File: config.mk
export PLATFORM = sky130hd
export DESIGN_NAME = if_stage
export DESIGN_NICKNAME = d
export VERILOG_FILES = /design/src/rtl/if_stage.sv
export SDC_FILE = /design/constraint.sdc
export NUM_CORES = 1
export LEC_CHECK = 0
export ABC_AREA = 1
export CAP_MARGIN = 10
export CORE_ASPECT_RATIO = 1.75
export CORE_MARGIN = 2
export CORE_UTILIZATION = 35
export CTS_BUF_LIST = sky130_fd_sc_hd__clkbuf_8
export CTS_CLUSTER_DIAMETER = 60
export CTS_CLUSTER_SIZE = 20
export DETAILED_ROUTE_END_ITERATION = 10
export GPL_ROUTABILITY_DRIVEN = 0
export PLACE_DENSITY = 0.65
export REMOVE_ABC_BUFFERS = 1
export SETUP_SLACK_MARGIN = 0.5
export SLEW_MARGIN = 10
export SYNTH_ARGS = -nofsm -noshare
export SYNTH_HDL_FRONTEND = slang
export SYNTH_SLANG_ARGS = --single-unit
File: constraint.sdc
create_clock -name clk -period 10.1 [get_ports clk]
set_input_delay 2.02 -clock clk [delete_from_list [all_inputs] [get_ports clk]]
set_output_delay 2.02 -clock clk [all_outputs]
set_load 0.005 [all_outputs]
File: src/rtl/if_stage.sv
// MIPS instruction-fetch stage: program counter, next-PC selection and the IF/ID
// pipeline register, with a saturating count of valid fetches.
module if_stage #(
  parameter logic [31:0] RESET_PC = 32'h0000_0000,
  parameter logic [31:0] NOP_WORD = 32'h0000_0000,
  parameter int          CNT_W    = 16
) (
  input  logic             clk,
  input  logic             reset,
  input  logic             stall_if,
  input  logic             flush_if,
  input  logic             branch_taken,
  input  logic [31:0]      branch_target,
  input  logic             jump,
  input  logic [31:0]      jump_target,
  output logic [31:0]      imem_addr,
  input  logic [31:0]      imem_rdata,
  output logic [31:0]      pc_plus4,
  output logic [31:0]      ifid_pc4,
  output logic [31:0]      ifid_instr,
  output logic             ifid_valid,
  output logic [CNT_W-1:0] fetch_count
);

  localparam logic [CNT_W-1:0] CNT_MAX = {CNT_W{1'b1}};
  localparam logic [CNT_W-1:0] CNT_ONE = {{(CNT_W-1){1'b0}}, 1'b1};

  logic [31:0]      pc_q, pc_d;
  logic [31:0]      ifid_pc4_q, ifid_pc4_d;
  logic [31:0]      ifid_instr_q, ifid_instr_d;
  logic             ifid_valid_q, ifid_valid_d;
  logic [CNT_W-1:0] fetch_count_q, fetch_count_d;

  assign imem_addr   = pc_q;
  assign pc_plus4    = pc_q + 32'd4;
  assign ifid_pc4    = ifid_pc4_q;
  assign ifid_instr  = ifid_instr_q;
  assign ifid_valid  = ifid_valid_q;
  assign fetch_count = fetch_count_q;

  // Next PC: a redirect beats a stall; targets are word-aligned before loading.
  always_comb begin
    pc_d = pc_plus4;
    if (branch_taken) begin
      pc_d = {branch_target[31:2], 2'b00};
    end else if (jump) begin
      pc_d = {jump_target[31:2], 2'b00};
    end else if (stall_if) begin
      pc_d = pc_q;
    end else begin
      pc_d = pc_plus4;
    end
  end

  // IF/ID next state: a flush wins over a stall; the counter only advances on a valid load.
  always_comb begin
    ifid_pc4_d    = ifid_pc4_q;
    ifid_instr_d  = ifid_instr_q;
    ifid_valid_d  = ifid_valid_q;
    fetch_count_d = fetch_count_q;
    if (flush_if) begin
      ifid_pc4_d   = 32'h0000_0000;
      ifid_instr_d = NOP_WORD;
      ifid_valid_d = 1'b0;
    end else if (stall_if) begin
      ifid_pc4_d   = ifid_pc4_q;
      ifid_instr_d = ifid_instr_q;
      ifid_valid_d = ifid_valid_q;
    end else begin
      ifid_pc4_d   = pc_plus4;
      ifid_instr_d = imem_rdata;
      ifid_valid_d = 1'b1;
      if (fetch_count_q != CNT_MAX) begin
        fetch_count_d = fetch_count_q + CNT_ONE;
      end else begin
        fetch_count_d = fetch_count_q;
      end
    end
  end

  // State registers with asynchronous reset to the fetch-from-RESET_PC state.
  always_ff @(posedge clk or posedge reset) begin
    if (reset) begin
      pc_q          <= RESET_PC;
      ifid_pc4_q    <= 32'h0000_0000;
      ifid_instr_q  <= NOP_WORD;
      ifid_valid_q  <= 1'b0;
      fetch_count_q <= {CNT_W{1'b0}};
    end else begin
      pc_q          <= pc_d;
      ifid_pc4_q    <= ifid_pc4_d;
      ifid_instr_q  <= ifid_instr_d;
      ifid_valid_q  <= ifid_valid_d;
      fetch_count_q <= fetch_count_d;
    end
  end

endmodule

After elaboration in Yosys (flattened, before gate mapping)
Index checks and enable logic that the tools add are counted.
{"block": "word_totals", "ff_bits": 113, "out_inout_bits": 145, "word_cells": 21}
{"block": "classes", "add_sub_neg": 2, "n_eq_ne": 3, "n_mux": 8, "bitwise": 2, "n_reduce_logical": 1}
{"operator": "$mux W32", "n": 6}
{"operator": "$add A32 B3 Y32 const B", "n": 1}
{"operator": "$add A16 B1 Y16 const B", "n": 1}
{"operator": "$ne A16 B16 Y1 const B", "n": 1}
{"operator": "$ne A3 B1 Y1 const B", "n": 1}
{"operator": "$reduce_and A3 Y1", "n": 1}
{"operator": "$mux W1", "n": 2}
{"operator": "$ne A2 B1 Y1 const B", "n": 1}
{"operator": "$not A1 Y1", "n": 2}

Longest topological paths before layout
{"block": "logic_depth", "depth_word": 4, "ltp_mapped": 10}

Worst setup path after synthesis
No wires, ideal clock.
{"block": "synth_path", "path_type": "register to output", "start": "register pc_q[2] (netlist: imem_addr[2])", "end": "output pc_plus4[28]", "t_arrival_ns": 1.364, "required_ns": 8.080, "slack_ns": 6.716, "path_stages_with_launch": 9, "n_path_buf": 0, "cell_sequence": "dfrtp_1 > ha_1 > nand2_1 > nor2_4 > nand2_2 > nor2_2 > nand3_1 > and2_1 > inv_1"}
{"block": "synth_between", "elab_chain_cells": 1}
{"element": "from (decl)", "line_no": "28", "rtl": "logic [31:0] pc_q, pc_d;"}
{"element": "from (signal assigned)", "line_no": "90", "rtl": "pc_q <= pc_d;"}
{"element": "$add A32 B3 Y32", "line_no": "35", "rtl": "assign pc_plus4 = pc_q + 32'd4;"}
{"element": "to (decl)", "line_no": "18", "rtl": "output logic [31:0] pc_plus4,"}
Every way passes these cells.

Final worst setup path
Same ends and word-level chain as after synthesis.

==> results.tsv <==
stage	metric	value	unit
global_routing	gr usage total	22.18	%
clock_tree	Sink Count	110	
logic_synthesis	Seq/Total Area, Yosys	46.45	%
critical_path	crit end category	output pin	
pwr	internal power	790.1	uW
routing	drt wl/cell	16.15	um
routing	DRC Markers	0	
logic_synthesis	cell area after synthesis	5926	um^2
floorplanning	# rows	63	
routing	drt pass-1 iters	5	
sta	Rel. slew slack	35.22	%
logic_synthesis	Post-synth ARST share	100.0	%
sta	Worst Skew	0.01479	ns
global_routing	met3 global-route usage	3.721	%
placed_design	number of I/O port buffers	238	
sta	Final period util	44.93	%
routing	Via-to-Cell Ratio	4.770	
finish	Final Non-Filler Cells	1218	
clock_tree	clock tree buffer depth	2	
routing	final WL	19670	um
critical_path	worst path cell trace	ha_1, nand2_1, nor2_4, nand2_2, nor2_2, nand3_1, and2_1, inv_1, clkdlybuf4s50_1	
outcome	outcome	complete, no violations	
logic_synthesis	YS warnings	0	
critical_path	worst setup path startpoint	imem_addr[2]	
global_routing	met2 Use GR	40.21	%
finish	fill cell count	1667	
logic_synthesis	post-synthesis cell type count	33	
floorplanning	I/O pin count	247	
worst_hold_path	HP Start	ifid_pc4[31]	
critical_path	worst flop-to-flop path endpoint	fetch_count[8]	
pwr	Switching Fraction	31.01	%
sta	setup TNS	0	ns
worst_hold_path	worst hold stages	2	
pwr	Leak Pwr	0.003999	uW
floorplanning	Initial Util	35.29	%
floorplanning	Core Region	16790	um^2
global_routing	number of global-route vias before repair	5734	
routing	1st-iter DRT viols	206	
critical_path	Max FO, Critical Path	6	
sta	Worst Max-Slew Pin Slew	0.9703	ns
placed_design	dpl cells	1201	
sta	Setup Viol. Count Final	0	
critical_path	max incr delay on CP	0.49	ns
pwr	Combinational Power Share	28.5	%
clock_tree	H-tree depth	3	
floorplanning	DIE AREA	18030	um^2
floorplanning	Die H	176.1	um
critical_path	Worst EP required	8.08	ns
finish	Synth-to-Final Area Change	47.00	%
logic_synthesis	area leader, netlist	dfrtp_1	
global_routing	first-pass GRT wire length	30470	um
critical_path	worst r2r src	fetch_count[0]	
logic_synthesis	Syn Area/Cell	7.776	um^2
logic_synthesis	Synth top area share	46.45	%
clock_tree	Post-CTS Setup Inserts	0	
clock_tree	CTS Hold Bufs	0	
clock_tree	cts repair resizes	0	
clock_tree	Clock Latency Late Sink	0.39	ns
logic_synthesis	top-count cell post-synth	nand2_1	
pwr	Cell Pwr Density	131.5	nW/um^2
pwr	clock share of power	24.8	%
finish	layout cells sized above 1	5.152	%
sta	Hold WS	0.4869	ns
logic_synthesis	prevailing post-synth register cell	dfrtp_1	
logic_synthesis	top post-synthesis cells by count	nand2_1 (202), nor2_1 (114), dfrtp_1 (110)	
critical_path	flop2flop setup slack	8.08	ns
global_routing	gr ovfl total	0	
critical_path	CP Class	reg -> out	
global_routing	initial antenna violation count	1	
placed_design	Post-Place Cell Area	8502	um^2
clock_tree	clock buffer count from CTS	9	
clock_tree	root buffer cell	clkbuf_8	
sta	final critical-path required period	4.538	ns
logic_synthesis	Post-Syn Instances	762	
global_routing	pin count of the biggest net entering global routing	75	
global_routing	global route hottest layer	met2	
finish	Final Cell Area	8711	um^2
sta	Slew Limit Fails	0	
pwr	Sw Pwr	355.1	uW
logic_synthesis	Post-synth EDFFs	0	
floorplanning	Die W	102.4	um
worst_hold_path	min-delay worst type	reg -> reg	
pwr	Worst VDD drop	0.08031	mV
critical_path	crit path launch type	register	
finish	Nets	1089	
pwr	Seq pwr share	46.7	%
critical_path	CP arrival	2.52	ns
logic_synthesis	synth top area cells	dfrtp_1 (46%), nand2_1 (13%), a22o_1 (8.0%)	
routing	antenna-violating nets left	0	
clock_tree	CTS tree	built	
critical_path	R2R cell count	8	
logic_synthesis	FF+latch count, synth	110	
finish	post-layout util	51.88	%
routing	detailed-route via count	5810	
sta	RSZ-0062 raised after global routing	false	
critical_path	crit path max-delay cell type	clkdlybuf4s50_1	
sta	final hold viol count	0	
clock_tree	Clock Pin Slew Worst Setup and Hold Paths	0.11	ns
sta	Fmax	220.4	MHz
worst_hold_path	hold endpoint	ifid_pc4[31]	
run	max_cap viols	0	
global_routing	global-route met1 utilization	24.27	%
placed_design	HPWL Detailed	14600	um
==> cells by family after synthesis <==
family / share of synthesized area, %
XOR/XNOR: 2.956
AO/OA/AOI/OAI: 14.08
buffers and inverters: 7.306
flip-flops: 46.45
AND/OR/NAND/NOR: 28.72
other: 0.06328
adder cells (fa/ha/maj): 0.4222
==> layout by cell type (no fill, tap or decap), drive strengths merged, types with 7 or more instances in the layout <==
cell	count
a21oi	27
a22o	54
and2	9
buf	7
clkbuf	10
clkdlybuf4s50	237
dfrtp	110
inv	73
nand2	208
nand3	40
nor2	127
nor3	7
o21ai	31
xnor2	8
xor2	12
==> worst max-delay path by stage <==
stage	to	slack, ns	depth (start not counted)
detailed placement	imem_addr[17]	5.83	7
global placement	imem_addr[17]	5.82	7
finish	pc_plus4[28]	5.56	9
CTS	pc_plus4[28]	5.53	9
floorplan	fetch_count[6]	5.05	5
global route	pc_plus4[28]	5.36	9
==> per-layer routing <==
layer  part of all wire, %  up-vias
li1                      -     2897
met1                    37     2694
met2                    54      175
met3                   4.5       44
met4                   4.4        0
met5                     0        -
==> through the flow <==
stage	setup WS, ns	total power (uW)
finish	5.562	1145
global route	5.359	1217
CTS	5.529	1163
global placement	5.823	870.7
floorplan	5.048	661.6
detailed placement	5.829	873.0
==> registers in the layout, summed over array words and instances (netlist names) <==
signal and flops:
ifid_instr 32, ifid_pc4 31, imem_addr 30, fetch_count 16
ifid_valid 1
==> power groups by stage <==
stage / Sequential (uW) / Clock (uW) / Combinational (uW)
3_3_place_gp: 542 / 0 / 328
4_1_cts: 535 / 297 / 332
2_1_floorplan: 537 / 0 / 125
5_1_grt: 544 / 312 / 361
3_5_place_dp: 543 / 0 / 330
6_report: 534 / 285 / 326
==> cell type report <==
cell class / count / area, um^2 / area share, %
antenna: 1 / 2.502 / 0.02873
clock buffer: 10 / 137.6 / 1.580
clock inverter: 6 / 68.82 / 0.7900
inverter: 73 / 276.5 / 3.174
multi-input combinational: 547 / 2766 / 31.76
sequential: 110 / 2753 / 31.60
tap: 227 / 284.0 / 3.261
timing repair buffer: 244 / 2422 / 27.81
==> worst max-delay path, delay by kind of cell (launching register included) <==
family,cells,cell delay [ns]
flip-flops,1,0.44
adder cells (fa/ha/maj),1,0.21
AND/OR/NAND/NOR,6,0.94
buffers and inverters,2,0.55
(Power assumes the default switching activity.)
